--- src/rtl/pipe_hazard_ctrl.sv ---
// -----------------------------------------------------------------------------
// pipe_hazard_ctrl
//
// Stall / flush / clock-enable controller for an NSTAGES-deep in-order
// pipeline (0=IF, 1=ID, 2=EXE, 3=MEM, 4..NSTAGES-2 extra MEM, NSTAGES-1=WB).
// Turns raw hazard and redirect requests into per-stage stall, flush and
// clock-enable vectors, tracks flushed slots (bubbles) as they move down the
// pipe, stretches load-use stalls to LOAD_LAT cycles, and parks IF/ID on a
// self-looping jump until an interrupt redirect arrives.
//
// Optional feature: define PIPE_CTRL_PERF_EN to add saturating stall/flush
// performance counters (parameter CNTW, ports perf_clr, perf_stall_cnt,
// perf_flush_cnt). Without the macro those ports do not exist.
//
// Ports
//   clk, nrst          clock (rising edge), asynchronous active-low reset
//   if_pc, id_pc       PCs in IF and ID, compared for self-loop detection
//   id_is_jump         ID holds an unconditional jump
//   id_is_nop          ID holds a NOP (flushed)
//   isr_pc_flush       interrupt PC redirect
//   isr_pipe_flush     interrupt pipeline flush
//   branch_flush       branch mispredict
//   jump_flush         jump redirect
//   load_hzd_req       raw load-use hazard from the forwarding unit
//   jalr_hzd_req       load->JALR hazard
//   mul_stall          multiplier busy
//   div_running        divider busy
//   wb_wr_en           WB register-file write
//   stall_o            per-stage stall
//   flush_o            per-stage flush (active-high stage reset)
//   clk_en_o           per-stage clock enable
//   bubble_o           registered "stage holds a flushed slot"
//   load_stall_o       load-use stall active
//   loop_idle_o        parked on a self-loop
//   rf_clk_en          register-file clock enable
// -----------------------------------------------------------------------------
module pipe_hazard_ctrl #(
    parameter int NSTAGES  = 5,
    parameter int PCW      = 12,
    parameter int LOAD_LAT = 1
`ifdef PIPE_CTRL_PERF_EN
    ,
    parameter int CNTW     = 16
`endif
) (
    input  logic               clk,
    input  logic               nrst,
    input  logic [PCW-1:0]     if_pc,
    input  logic [PCW-1:0]     id_pc,
    input  logic               id_is_jump,
    input  logic               id_is_nop,
    input  logic               isr_pc_flush,
    input  logic               isr_pipe_flush,
    input  logic               branch_flush,
    input  logic               jump_flush,
    input  logic               load_hzd_req,
    input  logic               jalr_hzd_req,
    input  logic               mul_stall,
    input  logic               div_running,
    input  logic               wb_wr_en,
    output logic [NSTAGES-1:0] stall_o,
    output logic [NSTAGES-1:0] flush_o,
    output logic [NSTAGES-1:0] clk_en_o,
    output logic [NSTAGES-1:0] bubble_o,
    output logic               load_stall_o,
    output logic               loop_idle_o,
    output logic               rf_clk_en
`ifdef PIPE_CTRL_PERF_EN
    ,
    input  logic               perf_clr,
    output logic [CNTW-1:0]    perf_stall_cnt,
    output logic [CNTW-1:0]    perf_flush_cnt
`endif
);

    // Counter wide enough to hold LOAD_LAT-1; kept at one bit when LOAD_LAT=1.
    localparam int LCW = (LOAD_LAT > 1) ? $clog2(LOAD_LAT) : 1;

    localparam logic [0:0] ST_IDLE   = 1'b0;
    localparam logic [0:0] ST_LSTALL = 1'b1;

    logic [0:0]     state;
    logic [LCW-1:0] lcnt;
    logic           load_trig;
    logic           fs;
    logic           lj;

    // A load hazard behind a bubble in MEM is not real: the producing slot
    // was flushed, so no stall is started.
    assign load_trig = (state == ST_IDLE) & load_hzd_req & ~bubble_o[3] & ~isr_pipe_flush;

    always_comb begin
        load_stall_o = 1'b0;
        if (isr_pipe_flush) begin
            load_stall_o = 1'b0;
        end else if (state == ST_IDLE) begin
            load_stall_o = load_trig;
        end else begin
            load_stall_o = (lcnt != '0);
        end
    end

    // Load FSM: the trigger cycle is the first stall cycle, LSTALL supplies
    // the remaining LOAD_LAT-1 cycles and then one idle cycle while exiting.
    always_ff @(posedge clk or negedge nrst) begin
        if (!nrst) begin
            state <= ST_IDLE;
            lcnt  <= '0;
        end else if (isr_pipe_flush) begin
            state <= ST_IDLE;
            lcnt  <= '0;
        end else begin
            case (state)
                ST_IDLE: begin
                    if (load_trig && (LOAD_LAT > 1)) begin
                        state <= ST_LSTALL;
                        lcnt  <= LCW'(LOAD_LAT - 1);
                    end
                end
                default: begin
                    if (lcnt == '0) begin
                        state <= ST_IDLE;
                    end else begin
                        lcnt <= lcnt - 1'b1;
                    end
                end
            endcase
        end
    end

    assign fs = load_stall_o | jalr_hzd_req | div_running | mul_stall;

    // Self-looping jump: only counts when the front end is not stalled,
    // otherwise the jump has not really executed yet.
    assign lj = (if_pc == id_pc) & id_is_jump & ~fs;

    always_comb begin
        stall_o    = '0;
        stall_o[0] = fs;
        stall_o[1] = fs;
        stall_o[2] = load_stall_o | div_running | mul_stall;
    end

    always_comb begin
        flush_o    = '0;
        flush_o[0] = isr_pc_flush;
        flush_o[1] = isr_pipe_flush | jump_flush | branch_flush | id_is_nop;
        flush_o[2] = jalr_hzd_req | branch_flush;
        // MEM receives a bubble while EXE is held.
        flush_o[3] = load_stall_o | div_running | mul_stall;
    end

    always_ff @(posedge clk or negedge nrst) begin
        if (!nrst) begin
            bubble_o <= '0;
        end else begin
            bubble_o[0] <= flush_o[0];
            for (int i = 1; i < NSTAGES; i++) begin
                bubble_o[i] <= bubble_o[i-1] | flush_o[i];
            end
        end
    end

    // Interrupt redirects release the park and win over a new loop detect.
    always_ff @(posedge clk or negedge nrst) begin
        if (!nrst) begin
            loop_idle_o <= 1'b0;
        end else if (isr_pc_flush || isr_pipe_flush) begin
            loop_idle_o <= 1'b0;
        end else if (lj) begin
            loop_idle_o <= 1'b1;
        end
    end

    // A stage is not clocked while it stalls or while the slot arriving
    // from the stage before it is a bubble.
    always_comb begin
        clk_en_o    = '1;
        clk_en_o[0] = ~(stall_o[0] | lj | loop_idle_o);
        clk_en_o[1] = ~(stall_o[1] | bubble_o[0] | lj | loop_idle_o);
        clk_en_o[2] = ~(stall_o[2] | bubble_o[1]);
        clk_en_o[3] = ~(flush_o[3] | bubble_o[2]);
        for (int i = 4; i < NSTAGES; i++) begin
            clk_en_o[i] = ~bubble_o[i-1];
        end
    end

    assign rf_clk_en = wb_wr_en;

`ifdef PIPE_CTRL_PERF_EN
    function automatic logic [CNTW-1:0] sat_inc(input logic [CNTW-1:0] v);
        return (&v) ? v : v + 1'b1;
    endfunction

    always_ff @(posedge clk or negedge nrst) begin
        if (!nrst) begin
            perf_stall_cnt <= '0;
            perf_flush_cnt <= '0;
        end else if (perf_clr) begin
            perf_stall_cnt <= '0;
            perf_flush_cnt <= '0;
        end else begin
            if (fs) begin
                perf_stall_cnt <= sat_inc(perf_stall_cnt);
            end
            if (|flush_o[1:0]) begin
                perf_flush_cnt <= sat_inc(perf_flush_cnt);
            end
        end
    end
`endif

endmodule

--- config.mk ---
export PLATFORM = sky130hd
export DESIGN_NAME = pipe_hazard_ctrl
export DESIGN_NICKNAME = d
export VERILOG_FILES = /design/src/rtl/pipe_hazard_ctrl.sv
export SDC_FILE = /design/constraint.sdc
export NUM_CORES = 1
export LEC_CHECK = 0
export BUFFER_PORTS_ARGS = -buffer_cell sky130_fd_sc_hd__buf_2
export CAP_MARGIN = 15
export CORE_UTILIZATION = 25
export CTS_BUF_LIST = sky130_fd_sc_hd__clkbuf_2 sky130_fd_sc_hd__clkbuf_4 sky130_fd_sc_hd__clkbuf_8
export DETAILED_ROUTE_END_ITERATION = 6
export PLACE_DENSITY = 0.78
export SYNTH_ARGS = -nofsm -noshare
export SYNTH_HDL_FRONTEND = slang
export SYNTH_SLANG_ARGS = --single-unit
export TNS_END_PERCENT = 50
--- constraint.sdc ---
create_clock -name clk -period 3.7 [get_ports clk]
set_input_delay 0.74 -clock clk [delete_from_list [all_inputs] [get_ports clk]]
set_output_delay 0.74 -clock clk [all_outputs]
set_load 0.05 [all_outputs]
==> metrics.yaml, run 1 <==
status: "finished clean"
synth_top_area_cell: "dfrtp_1"
finalNonFillerCells: 124
syn_area_per_cell_um2: 9.46
fin_hold_ws_ns: 0.311
wl_per_cell_um: 9.47
critPathRequiredTime_ns: 2.96
portBuffers: 54
cts_hold_buf: 0
period_share_pct: 76.5
grt.busiest_layer: "met2"
grt_pass1_wl_um: 1770
path_buf_inv: 2
place_hpwl_um: 1080
fin_crit_ns: 2.83
path_cells: "buf_2 > nor3b_1 > or3_4 > or2_4 > nor4_2 > buf_2"
crit_path_start_kind: "input pin"
cts_tree: "yes"
arrival_ns: 2.09
drc: 0
slew_viol_final: 0
track_usage_pct: 13.4
fin_util_pct: 42.5
die_x_um: 44.6
post_cts_buffers: 0
synth-edff-count: 0
worstPathMaxFanout: 6
dr.first_iter.drc_count: 1
cts-root-buf: "clkbuf_4"
crit_path_max_incr_delay_ns: 0.36
crit_slowest_cell: "or3_4"
die_area_mm2: 0.00199
synth_common_cells: "xnor2_1 (12), buf_4 (8), dfrtp_1 (6), or2_2 (3)"
dr_total_vias: 509
worstSetupPathType: "input pin to output port"
ys_types: 19
rows: 15
start_util_pct: 26.6
core_mm2: 0.00171
synth_top_area_share_pct: 33.1
rr_endpoint: "bubble_o[3]$_DFF_PN0_"
clock-skew-final_ns: 0.000951
ff2ff_path_depth: 3
layout.nets: 138
antenna_found_initial: 0
setup_viol: 0
cp_common_cell: "buf_2"
holdCritPathClass: "input pin to async pin"
clk_latency_ns: 0.24
async_flop_share_pct: 100
yosysMostFrequentCell: "xnor2_1"
fp.dieH_um: 44.6
areaGrowthSynthToFinish_pct: 59.8
cts-buffers-inserted: 3
ys_seq_area_share_pct: 33.1
max_slew_margin_pct: 60.3
fmax_mhz: 353
hold_viol_final: 0
antenna_left: 0
drt-total-wl_um: 1170
synth_area_leaders: "dfrtp_1 (33%), xnor2_1 (23%), buf_4 (13%), or2_2 (4.1%), nand4_1 (2.8%)"
power_leakage_nw: 0.367
use_met1_pct: 8.89
vias_per_cell: 4.10
synthFlopType: "dfrtp_1"
worstReg2RegStart: "bubble_o[3]$_DFF_PN0_"
reg2reg_slack_ns: 2.45
grt_use_met2_pct: 26.8
cp_top_family: "simple AND/OR/NAND/NOR gates"
powerDensity_mw_per_mm2: 271
grt_remaining_overflow: 0
clockBufferDepth: 2
end_kind: "output port"
firstDrtPassIters: 2
rsz0062_at_grt: "false"
worstMarginPinSlew_ns: 0.591
drv.max_cap_violation_count: 0
grt_max_degree: 7
grt_pass1_vias: 449
tns_ns: 0
synth_warnings: 0
drive_above_1_share_pct: 63.6
diodes: 0
grt_util_met3_pct: 6.94
htree_levels: 1
clock-sinks: 6
synth_seq_cells: 6
ir_drop_v: 0.000112
cts_resized: 0
power.total_mw: 0.196
synth.cell_area_um2: 454
num_io_pins: 60
path_clk_slew_ns: 0.04
place_congestion: 0.665
netlist_instances: 48
post-place-cells: 121
-- registers in the layout (all words and copies together) (netlist names) --
| name | flops |
|---|---|
| bubble_o | 5 |
| loop_idle_o | 1 |
-- how the worst max path moves through the flow --
stage                       startpoint     endpoint  cells past startpoint
final                     load_hzd_req  clk_en_o[1]                      6
after global routing      load_hzd_req  clk_en_o[1]                      6
after CTS                 load_hzd_req  clk_en_o[1]                      6
after detailed placement  load_hzd_req  clk_en_o[1]                      6
after global placement    load_hzd_req  clk_en_o[1]                      6
after floorplan           load_hzd_req  clk_en_o[0]                      4
-- power breakdown --
part / switching [mW] / internal (mW)
combinational: 0.0421 / 0.0285
sequential: 0.000741 / 0.0667
clock: 0.0217 / 0.0366
total: 0.0646 / 0.132
-- placed cells by master, fill, tap and decap left out --
master,instances
buf_2,54
xnor2_1,12
dfrtp_1,6
or2_2,3
conb_1,3
clkbuf_4,3
inv_1,2
nand4_1,2
nor4_1,2
nor2_1,2
nor3b_1,1
or3_4,1
or2_4,1
or4_1,1
or3_1,1
nand3_1,1
nand2_1,1
nor3_1,1
nor4_2,1
a22o_1,1
-- per-layer routing --
layer  vias up  share of wire [%]
met5         -                  0
met4         0                2.5
met3         5                 14
met2        44                 53
met1       208                 30
li1        252                  -
-- kinds of logic (layout without fill, tap and decap cells) --
| family | after synthesis | after routing | synth area share [%] |
|---|---|---|---|
| xor gates and xnor gates | 12 | 12 | 23.1 |
| buffers and inverters | 10 | 59 | 14.9 |
| and+or+nand+nor | 18 | 18 | 26.2 |
| other | 1 | 3 | 0.826 |
| AOI/OAI and AO/OA | 1 | 1 | 1.93 |
| DFF | 6 | 6 | 33.1 |
-- cell type report --
| type | count | area (um^2) |
|---|---|---|
| Fill cell | 183 | 982 |
| Sequential cell | 6 | 150 |
| Tap cell | 25 | 31.3 |
| Timing Repair Buffer | 54 | 270 |
| Clock buffer | 3 | 22.5 |
| Inverter | 2 | 7.51 |
| Multi-Input combinational cell | 34 | 244 |
-- per-stage QoR --
step / worst slack, ns / instance area [um^2]
floorplan: 0.0342 / 462
global placement: 0.894 / 703
detailed placement: 0.848 / 703
CTS: 0.852 / 726
global route: 0.807 / 726
finish: 0.868 / 726
No activity file was read; power rests on OpenSTA's default activity.
==> inputs of run 2 (changes only) <==
--- a/config.mk
+++ b/config.mk
@@ -10,7 +10,7 @@
 export CORE_UTILIZATION = 25
 export CTS_BUF_LIST = sky130_fd_sc_hd__clkbuf_2 sky130_fd_sc_hd__clkbuf_4 sky130_fd_sc_hd__clkbuf_8
 export DETAILED_ROUTE_END_ITERATION = 6
-export PLACE_DENSITY = 0.78
+export PLACE_DENSITY = 0.8
 export SYNTH_ARGS = -nofsm -noshare
 export SYNTH_HDL_FRONTEND = slang
 export SYNTH_SLANG_ARGS = --single-unit
==> constraint.sdc (replaced) <==
create_clock -name clk -period 2.3 [get_ports clk]
set_input_delay 0.46 -clock clk [delete_from_list [all_inputs] [get_ports clk]]
set_output_delay 0.46 -clock clk [all_outputs]
set_load 0.05 [all_outputs]
==> metrics.yaml, run 2 (synthesized netlist as in run 1, its figures left out) <==
power.share.switching_pct: 32.3  # was 32.9%
die_x_um: 44.6  # unchanged
worstPathMaxFanout: 6  # unchanged
layout.nets: 139  # was 138
dr.first_iter.drc_count: 4  # was 1
grt_remaining_overflow: 0  # unchanged
setup_viol: 0  # unchanged
fin_crit_ns: 2.22
pwr-share-seq_pct: 31.8  # was 34.4%
drive_above_1_share_pct: 67.3  # was 63.6%
largest_reg_flops: 5  # unchanged
grt_pass1_wl_um: 1610  # was 1770 um
dr_total_vias: 513  # was 509
num_io_pins: 60  # unchanged
path_buf_inv: 2  # unchanged
cp_common_cell: "buf_2"  # unchanged
cts-buffers-inserted: 3  # unchanged
largest_register: "bubble_o"  # unchanged
drt-total-wl_um: 1230  # was 1170 um
firstDrtPassIters: 4  # was 2
clock-skew-final_ns: 0.00922  # was 0.000951 ns
status: "finished clean"  # unchanged
slew_viol_final: 0  # unchanged
path_clk_slew_ns: 0.05  # was 0.04 ns
clk_latency_ns: 0.24  # about the same
worstSetupPathType: "input pin to output port"  # unchanged
fillCellCount: 159  # was 183
clockBufferDepth: 2  # unchanged
cts-root-buf: "clkbuf_4"  # unchanged
hold_viol_final: 0  # unchanged
final_common_cell: "buf_2"  # unchanged
largestRegisters: "bubble_o x5, loop_idle_o x1"  # unchanged
path_cells: "buf_2 > nor3b_4 > or3_4 > or2_4 > nor4_4 > buf_2"  # was buf_2 > nor3b_1 > or3_4 > or2_4 > nor4_2 > buf_2
arrival_ns: 1.76  # was 2.09 ns
crit_path_max_incr_delay_ns: 0.36  # about the same
mostFrequentLayoutCells: "buf_2 (54), xnor2_1 (12), dfrtp_1 (5)"  # was buf_2 (54), xnor2_1 (12), dfrtp_1 (6)
end_kind: "output port"  # unchanged
clkPwrFrac_pct: 34.0  # was 29.7%
clock-sinks: 6  # unchanged
die_area_mm2: 0.00199  # unchanged
wl_per_cell_um: 9.77  # was 9.47 um
post-place-cells: 122  # was 121
antenna_found_initial: 0  # unchanged
diodes: 0  # unchanged
start_util_pct: 26.6  # unchanged
cts_resized: 0  # unchanged
drc: 0  # unchanged
post_cts_buffers: 0  # unchanged
p_switching_mw: 0.110  # was 0.0646 mW
powerDensity_mw_per_mm2: 442  # was 271 mW/mm^2
place_congestion: 0.667  # was 0.665
cts_tree: "yes"  # unchanged
place_hpwl_um: 1070  # was 1080 um
period_share_pct: 96.6
antenna_left: 0  # unchanged
power_leakage_nw: 0.386  # was 0.367 nW
internal_power_mw: 0.232  # was 0.132 mW
track_usage_pct: 11.8  # was 13.4%
fin_area_um2: 773  # was 726 um^2
crit_path_start_kind: "input pin"  # unchanged
drv.max_cap_violation_count: 0  # unchanged
critPathRequiredTime_ns: 1.84  # was 2.96 ns
rows: 15  # unchanged
fmax_mhz: 450
core_mm2: 0.00171  # unchanged
reg2reg_slack_ns: 1.03  # was 2.45 ns
combPwrFrac_pct: 34.2  # was 36.0%
finalNonFillerCells: 126  # was 124
fin_util_pct: 45.3  # was 42.5%
ir_drop_v: 0.000256  # was 0.000112 V
holdCritPathClass: "input pin to async pin"  # unchanged
htree_levels: 1  # unchanged
areaGrowthSynthToFinish_pct: 70.2  # was 59.8%
rsz0062_at_grt: "false"  # unchanged
vias_per_cell: 4.07  # was 4.10
fp.dieH_um: 44.6  # unchanged
portBuffers: 54  # unchanged
cp_top_family: "simple AND/OR/NAND/NOR gates"  # unchanged
grt_pass1_vias: 436  # was 449
crit_slowest_cell: "or3_4"  # unchanged
cts_hold_buf: 0  # unchanged
placed_cell_area_um2: 743  # was 703 um^2
grt_max_degree: 7  # unchanged
==> run 2: cell types whose count changed in the layout (fill, tap and decap cells not counted) <==
cell | before | now
nor3b_1 | 1 | 0
nor4_4 | 0 | 1
dfrtp_2 | 0 | 1
nor3_1 | 1 | 0
dfrtp_1 | 6 | 5
nor3_4 | 0 | 1
buf_4 | 0 | 1
clkbuf_4 | 3 | 4
nor4_2 | 1 | 0
nor3b_4 | 0 | 1
==> run 2: worst paths after layout <==
kind / from / endpoint / cells after the start
max reg2reg: bubble_o[3]$_DFF_PN0_ / loop_idle_o$_DFFE_PN0P_ / 4
max in group asynchronous: nrst / bubble_o[3]$_DFF_PN0_ / 1
min in group clk: isr_pc_flush / bubble_o[0]$_DFF_PN0_ / 1
min reg2reg: bubble_o[3]$_DFF_PN0_ / bubble_o[4]$_DFF_PN0_ / 0
min: nrst / bubble_o[4]$_DFF_PN0_ / 1
max: load_hzd_req / clk_en_o[1] / 6
==> run 2: metrics by stage <==
step | total power, mW | hold slack [ns] | setup TNS [ns] | setup slack (ns)
6_report | 0.342 | 0.0270 | 0 | 0.0790
3_3_place_gp | 0.226 | 0.287 | 0 | 0.0948
5_1_grt | 0.364 | 0.0321 | 0 | 0.00608
3_5_place_dp | 0.228 | 0.294 | 0 | 0.0810
4_1_cts | 0.348 | 0.0298 | 0 | 0.0677
2_1_floorplan | 0.194 | 0.164 | -0.250 | -0.158
==> run 2: cell type report <==
class | count | area (um^2) | share of cell area [%]
flip-flops and latches | 6 | 151 | 19.6
well taps | 25 | 31.3 | 4.05
inverters | 2 | 7.51 | 0.971
clock buffers | 4 | 30.0 | 3.88
repair buffers | 55 | 278 | 35.9
multi-input cells | 34 | 275 | 35.6
==> run 2: power by group through the flow <==
stage / sequential (mW) / clock [mW] / combinational [mW]
2_1_floorplan: 0.115 / 0 / 0.0786
3_3_place_gp: 0.110 / 0 / 0.116
3_5_place_dp: 0.110 / 0 / 0.118
4_1_cts: 0.109 / 0.121 / 0.118
5_1_grt: 0.109 / 0.130 / 0.125
6_report: 0.109 / 0.116 / 0.117
==> run 2: layer usage <==
metal / global-route usage (%) / routed length [um]
met1: 10.3 / 480
met2: 23.2 / 567
met3: 2.04 / 173
met4: 9.09 / 9
met5: 0 / 0
